===== config.mk =====
export PLATFORM = sky130hd
export DESIGN_NAME = mdic_ctrl
export DESIGN_NICKNAME = d
export VERILOG_FILES = /design/src/rtl/mdic_ctrl_pkg.sv /design/src/rtl/mdic_ctrl.sv
export SDC_FILE = /design/constraint.sdc
export NUM_CORES = 1
export LEC_CHECK = 0
export CAP_MARGIN = 20
export CORE_MARGIN = 1
export CORE_UTILIZATION = 47
export CTS_CLUSTER_SIZE = 25
export DETAILED_ROUTE_END_ITERATION = 10
export GPL_ROUTABILITY_DRIVEN = 0
export GPL_TIMING_DRIVEN = 0
export PLACE_DENSITY = 0.89
export REMOVE_ABC_BUFFERS = 1
export SLEW_MARGIN = 20
export SYNTH_ARGS = -nofsm -noshare
export SYNTH_HDL_FRONTEND = slang
export SYNTH_SLANG_ARGS = --single-unit

===== constraint.sdc =====
create_clock -name clk -period 2.4 [get_ports clk]
set_input_delay 0.24 -clock clk [delete_from_list [all_inputs] [get_ports clk]]
set_output_delay 0.24 -clock clk [all_outputs]
set_load 0.01 [all_outputs]

===== src/rtl/mdic_ctrl_pkg.sv =====
// Shared MDIO/MDIC definitions: opcodes, turnaround codes, MDIC bit positions,
// controller states and the clause-22 frame builder.
package mdic_ctrl_pkg;

    localparam logic [1:0] MDIO_OP_WR = 2'b01;
    localparam logic [1:0] MDIO_OP_RD = 2'b10;
    localparam logic [1:0] MDIO_ST    = 2'b01;
    localparam logic [1:0] TA_WR      = 2'b10;
    localparam logic [1:0] TA_RD      = 2'b11;

    localparam int unsigned MDIC_R = 28;
    localparam int unsigned MDIC_I = 29;
    localparam int unsigned MDIC_E = 30;

    typedef enum logic [4:0] {
        ST_IDLE       = 5'b00001,
        ST_LAUNCH     = 5'b00010,
        ST_WAIT_START = 5'b00100,
        ST_WAIT_DONE  = 5'b01000,
        ST_COMPLETE   = 5'b10000
    } mdic_state_e;

    // Reads drive all-ones in the data slot so the PHY can own the line.
    function automatic logic [31:0] build_frame(input logic [1:0]  op,
                                                input logic [4:0]  phy,
                                                input logic [4:0]  regad,
                                                input logic [15:0] data);
        if (op == MDIO_OP_RD)
            return {MDIO_ST, op, phy, regad, TA_RD, 16'hFFFF};
        return {MDIO_ST, op, phy, regad, TA_WR, data};
    endfunction

endpackage


===== src/rtl/mdic_ctrl.sv =====
// Host-side MDIC register: launches clause-22 frames to the MDIO shifter,
// tracks its done flags with a timeout, and reports ready/error/interrupt.
module mdic_ctrl
    import mdic_ctrl_pkg::*;
#(
    parameter int unsigned TIMEOUT_CYC = 65536,
    parameter int unsigned CNT_W       = 17
) (
    input  logic        clk,
    input  logic        rst_n,
    input  logic        mdic_we,
    input  logic [31:0] mdic_wdata,
    output logic [31:0] mdic_rdata,
    output logic        mdic_irq,
    output logic        mdio_en,
    output logic [31:0] mdio_frame,
    input  logic [15:0] mdio_rdata,
    input  logic        mdio_rd_done,
    input  logic        mdio_wr_done
);

    mdic_state_e      state_q, state_d;
    logic [15:0]      data_q;
    logic [4:0]       regad_q, phy_q;
    logic [1:0]       op_q;
    logic             r_q, i_q, e_q, irq_q, en_q, tmo_q;
    logic [31:0]      frame_q;
    logic [CNT_W-1:0] cnt_q;

    logic [1:0] wr_op;
    logic       wr_good, accept, done_sel, waiting, cnt_hit, rd_capture, timeout;
    logic       unused_wdata;

    assign wr_op        = mdic_wdata[27:26];
    assign wr_good      = (wr_op == MDIO_OP_WR) || (wr_op == MDIO_OP_RD);
    assign unused_wdata = ^{mdic_wdata[31:30], mdic_wdata[28]};

    // Matching one short of the limit puts R=1 exactly TIMEOUT_CYC cycles after the enable pulse.
    assign cnt_hit = (cnt_q == CNT_W'(TIMEOUT_CYC - 2));

    always_ff @(posedge clk or negedge rst_n) begin
        if (!rst_n) state_q <= ST_IDLE;
        else        state_q <= state_d;
    end

    always_comb begin
        state_d    = state_q;
        accept     = 1'b0;
        waiting    = 1'b0;
        rd_capture = 1'b0;
        timeout    = 1'b0;
        done_sel   = (op_q == MDIO_OP_RD) ? mdio_rd_done : mdio_wr_done;
        unique case (state_q)
            ST_IDLE: begin
                accept = mdic_we;
                if (mdic_we && wr_good) state_d = ST_LAUNCH;
            end
            ST_LAUNCH: state_d = ST_WAIT_START;
            ST_WAIT_START: begin
                waiting = 1'b1;
                if (cnt_hit) begin
                    timeout = 1'b1;
                    state_d = ST_COMPLETE;
                end else if (!done_sel) begin
                    state_d = ST_WAIT_DONE;
                end
            end
            ST_WAIT_DONE: begin
                waiting = 1'b1;
                if (done_sel) begin
                    rd_capture = (op_q == MDIO_OP_RD);
                    state_d    = ST_COMPLETE;
                end else if (cnt_hit) begin
                    timeout = 1'b1;
                    state_d = ST_COMPLETE;
                end
            end
            ST_COMPLETE: state_d = ST_IDLE;
            default:     state_d = ST_IDLE;
        endcase
    end

    always_ff @(posedge clk or negedge rst_n) begin
        if (!rst_n) begin
            data_q  <= '0;
            regad_q <= '0;
            phy_q   <= '0;
            op_q    <= '0;
            r_q     <= 1'b1;
            i_q     <= 1'b0;
            e_q     <= 1'b0;
            irq_q   <= 1'b0;
            en_q    <= 1'b0;
            tmo_q   <= 1'b0;
            frame_q <= '0;
            cnt_q   <= '0;
        end else begin
            irq_q <= 1'b0;
            en_q  <= 1'b0;
            if (accept) begin
                data_q  <= mdic_wdata[15:0];
                regad_q <= mdic_wdata[20:16];
                phy_q   <= mdic_wdata[25:21];
                op_q    <= wr_op;
                i_q     <= mdic_wdata[MDIC_I];
                if (wr_good) begin
                    r_q     <= 1'b0;
                    e_q     <= 1'b0;
                    frame_q <= build_frame(wr_op, mdic_wdata[25:21],
                                           mdic_wdata[20:16], mdic_wdata[15:0]);
                end else begin
                    r_q   <= 1'b1;
                    e_q   <= 1'b1;
                    irq_q <= mdic_wdata[MDIC_I];
                end
            end
            if (state_q == ST_LAUNCH) begin
                en_q  <= 1'b1;
                cnt_q <= '0;
                tmo_q <= 1'b0;
            end
            if (waiting && !cnt_hit) cnt_q <= cnt_q + CNT_W'(1);
            if (timeout)             tmo_q <= 1'b1;
            if (rd_capture)          data_q <= mdio_rdata;
            if (state_q == ST_COMPLETE) begin
                r_q   <= 1'b1;
                e_q   <= tmo_q;
                irq_q <= i_q;
            end
        end
    end

    assign mdic_rdata = {1'b0, e_q, i_q, r_q, op_q, phy_q, regad_q, data_q};
    assign mdic_irq   = irq_q;
    assign mdio_en    = en_q;
    assign mdio_frame = frame_q;

endmodule


==> flow_metrics.tcl <==
set metrics [dict create \
    drc 0 \
    clock_path_buffers 2 \
    yosysSeqAreaShare_pct 55.14 \
    slowest_delay_ns 0.59 \
    status "finished, final reports clean" \
    first_pass_iters 5 \
    worstPathArrival_ns 2.45 \
    max-cap-violations 0 \
    fin_crit_sh_pct 90.62 \
    vdd_ir_drop_max_uv 604.2 \
    post_drt_wl_per_cell_um 17.88 \
    synth_edf_count 0 \
    rsz0062_at_grt "false" \
    synth_compound_area_share_pct 13.10 \
    setup_viol 0 \
    ant_nets 0 \
    numCtsBuffers 9 \
    die_w_um 93.18 \
    routed_wl_mm 10.12 \
    endpoint_kind "flip-flop" \
    yosys_register_bits 86 \
    synthToLayoutAreaGrowth_pct 38.52 \
    cp.depth 4 \
    antenna_cells 0 \
    synth_area_leaders "dfrtp_1 54%, mux2_2 7.5%, mux2i_1 4.6%" \
    synth-simple-area-share_pct 13.74 \
    crit_path_top_delay_cell "a2111oi_0" \
    worstPathRequired_ns 2.68 \
    hold_path_depth 3 \
    grt_max_degree 47 \
    hpwlAfterDp_mm 6.864 \
    cellPowerDensity_mw_per_mm2 867.9 \
    final_area_mm2 0.005413 \
    period_needed_ns 2.175 \
    hold_violations 0 \
    crit_fanout 13 \
    hold_path_class "in2reg" \
    first_iter_violations 134 \
    yosys.area.top_type_share_pct 53.79 \
    synth_top_area_cell "dfrtp_1" \
    nNetsFinal 516 \
    crit_buf_inv 0 \
    coreArea_mm2 0.007888 \
    start_util_pct 49.54 \
    syn_avg_cell_area_um2 11.36 \
    dr_total_vias 3187 \
    cts_sinks 86 \
    synthFlopType "dfrtp_1" \
    async_flop_share_pct 100.0 \
    r2r_cells 4 \
    synthCells 344 \
    dieArea_mm2 0.008683 \
    ys_types 48 \
    crit_type "reg2reg" \
    maxSlewViolCount 0 \
    rows 32 \
    stdcell_count 566 \
    whs_ns 0.4309 \
    path_cells "nor3_2 > nand2_1 > a2111oi_0 > mux2i_1" \
    grt_pass1_vias 3290 \
    start_kind "flip-flop" \
    grt_overflow_total 0 \
    synth_warnings 0 \
    worstMarginPinSlew_ns 0.9713 \
    syn_area_mm2 0.003907 \
    skew_ns 0.007395 \
    drive_gt1_share_pct 14.87 \
    h-tree-depth 3 \
    grt_antenna_before_repair 0 \
    maxSlewHeadroom_pct 35.01 \
    synth.area.mux_share_pct 12.10 \
    insertion_delay_ns 0.35 \
    synth_fa_ha_area_share_pct 0.9606 \
    via_per_inst 5.631 \
    placed_area_mm2 0.005112 \
    io_pins 119 \
    synth_top_family_by_area "simple AND/OR/NAND/NOR gates" \
    fmax_mhz 459.8 \
    cts_tree "yes" \
    dpl.cell_count 541 \
    clk_pin_slew_ns 0.08 \
    track_usage_pct 24.47 \
    die_h_um 93.18 \
    port_buffers 113 \
    synthXorXnorAreaFrac_pct 0.2241 \
    critPathTopFamily "simple AND/OR/NAND/NOR gates" \
    root_buffer "clkbuf_8" \
    p_leak_nw 2.294 \
    grt_pass1_wl_mm 16.23 \
]
-- synthesized netlist by cell type (2+ instances only) --
cell type / instances
dfrtp_1: 84
nor2_1: 34
nand2_1: 29
mux2_2: 26
a21oi_1: 19
mux2i_1: 18
a21o_1: 13
a22o_1: 13
buf_4: 12
nand3_1: 10
buf_2: 7
clkbuf_1: 7
nor4_1: 6
inv_1: 5
a211oi_1: 4
and3_1: 4
nand2b_1: 4
o21ai_1: 4
a2111oi_0: 3
ha_1: 3
nand4_1: 3
o21ai_0: 3
a32o_1: 2
and4_1: 2
dfstp_2: 2
nor2b_1: 2
nor3_2: 2
o311ai_0: 2
or2_2: 2
-- sequential cells by signal (all words and copies together), names as in the netlist --
name        cells
cnt_q          17
data_q         16
e_q             1
i_q             1
mdic_irq        1
mdio_en         1
mdio_frame     30
op_q            2
phy_q           5
r_q             1
regad_q         5
state_q         5
tmo_q           1
-- stage by stage --
step	utilization, %	TNS [ns]	total power [mW]	setup slack, ns
after global routing	68.62	0	4.921	0.05702
after CTS	67.89	0	4.708	0.03877
final	68.62	0	4.698	0.2252
after global placement	63.48	-232.28	3.514	-1.894
after floorplan	-	-10.18	2.637	-0.4290
after detailed placement	64.82	-7.235	3.627	-0.3692
-- cells by family (layout without fill, tap and decap cells) --
logic type,count (synthesis),count (layout)
and+or+nand+nor,106,107
DFF,86,86
AOI/OAI and AO/OA,71,71
muxes,44,44
buffers and inverters,32,150
adders and majority gates,3,3
other,1,2
xor gates and xnor gates,1,1
-- where the power goes --
group          internal, mW  switching, mW
logic                 0.963          0.659
registers              1.80          0.210
clock network         0.566          0.498
-- layout make-up --
cell class	count	area, um^2
inverter	5	18.77
timing repair buffer	130	1306
clock buffer	13	168.9
clock inverter	2	38.79
sequential	86	2155
tap	102	127.6
multi-input combinational	228	1598
fill	562	2475
-- layout by cell type (no fill, tap or decap), drive strengths merged, types with 3 or more instances in the layout --
| cell type | count |
|---|---|
| nand4 | 3 |
| a22o | 13 |
| a21o | 13 |
| buf | 17 |
| inv | 6 |
| clkdlybuf4s50 | 112 |
| ha | 3 |
| nor4 | 7 |
| and3 | 4 |
| dfrtp | 84 |
| nand2 | 29 |
| nand2b | 4 |
| clkbuf | 13 |
| nor2 | 34 |
| nand3 | 10 |
| mux2 | 26 |
| nor3 | 5 |
| o21ai | 7 |
| a2111oi | 4 |
| mux2i | 18 |
| a211oi | 4 |
| a21oi | 19 |
-- final timing paths --
check                                from          to  slack (ns)
hold reg to reg                 data_q[2]   data_q[2]        0.48
hold / removal             mdio_rdata[12]  data_q[12]        0.43
max in group asynchronous           rst_n  data_q[15]        1.34
setup / recovery               state_q[4]   cnt_q[11]        0.23
setup reg to reg               state_q[4]   cnt_q[11]        0.23
min in group asynchronous           rst_n     op_q[0]        0.44
-- repair_timing --
item,4_1_cts,5_1_grt
hold buffers,1,0
cloned,1,0
pin swaps,2,2
endpoints found under the setup margin,14,21
hold endpoints to repair,43,0
resized for setup,0,0
buffers inserted,2,6
-- worst register-to-register path: stages, from the launching register on --
cell	delay, ns
dfrtp_1	0.48
nor3_2	0.40
nand2_1	0.39
a2111oi_0	0.59
mux2i_1	0.24
-- metal layers --
| layer | vias to the layer above | wire [um] | track usage [%] |
|---|---|---|---|
| li1 | 1460 | - | - |
| met1 | 1594 | 3938 | 28.75 |
| met2 | 116 | 5290 | 42.89 |
| met3 | 17 | 682 | 6.423 |
| met4 | 0 | 210 | 9.103 |
| met5 | - | 0 | 0 |
(Power assumes the default switching activity.)
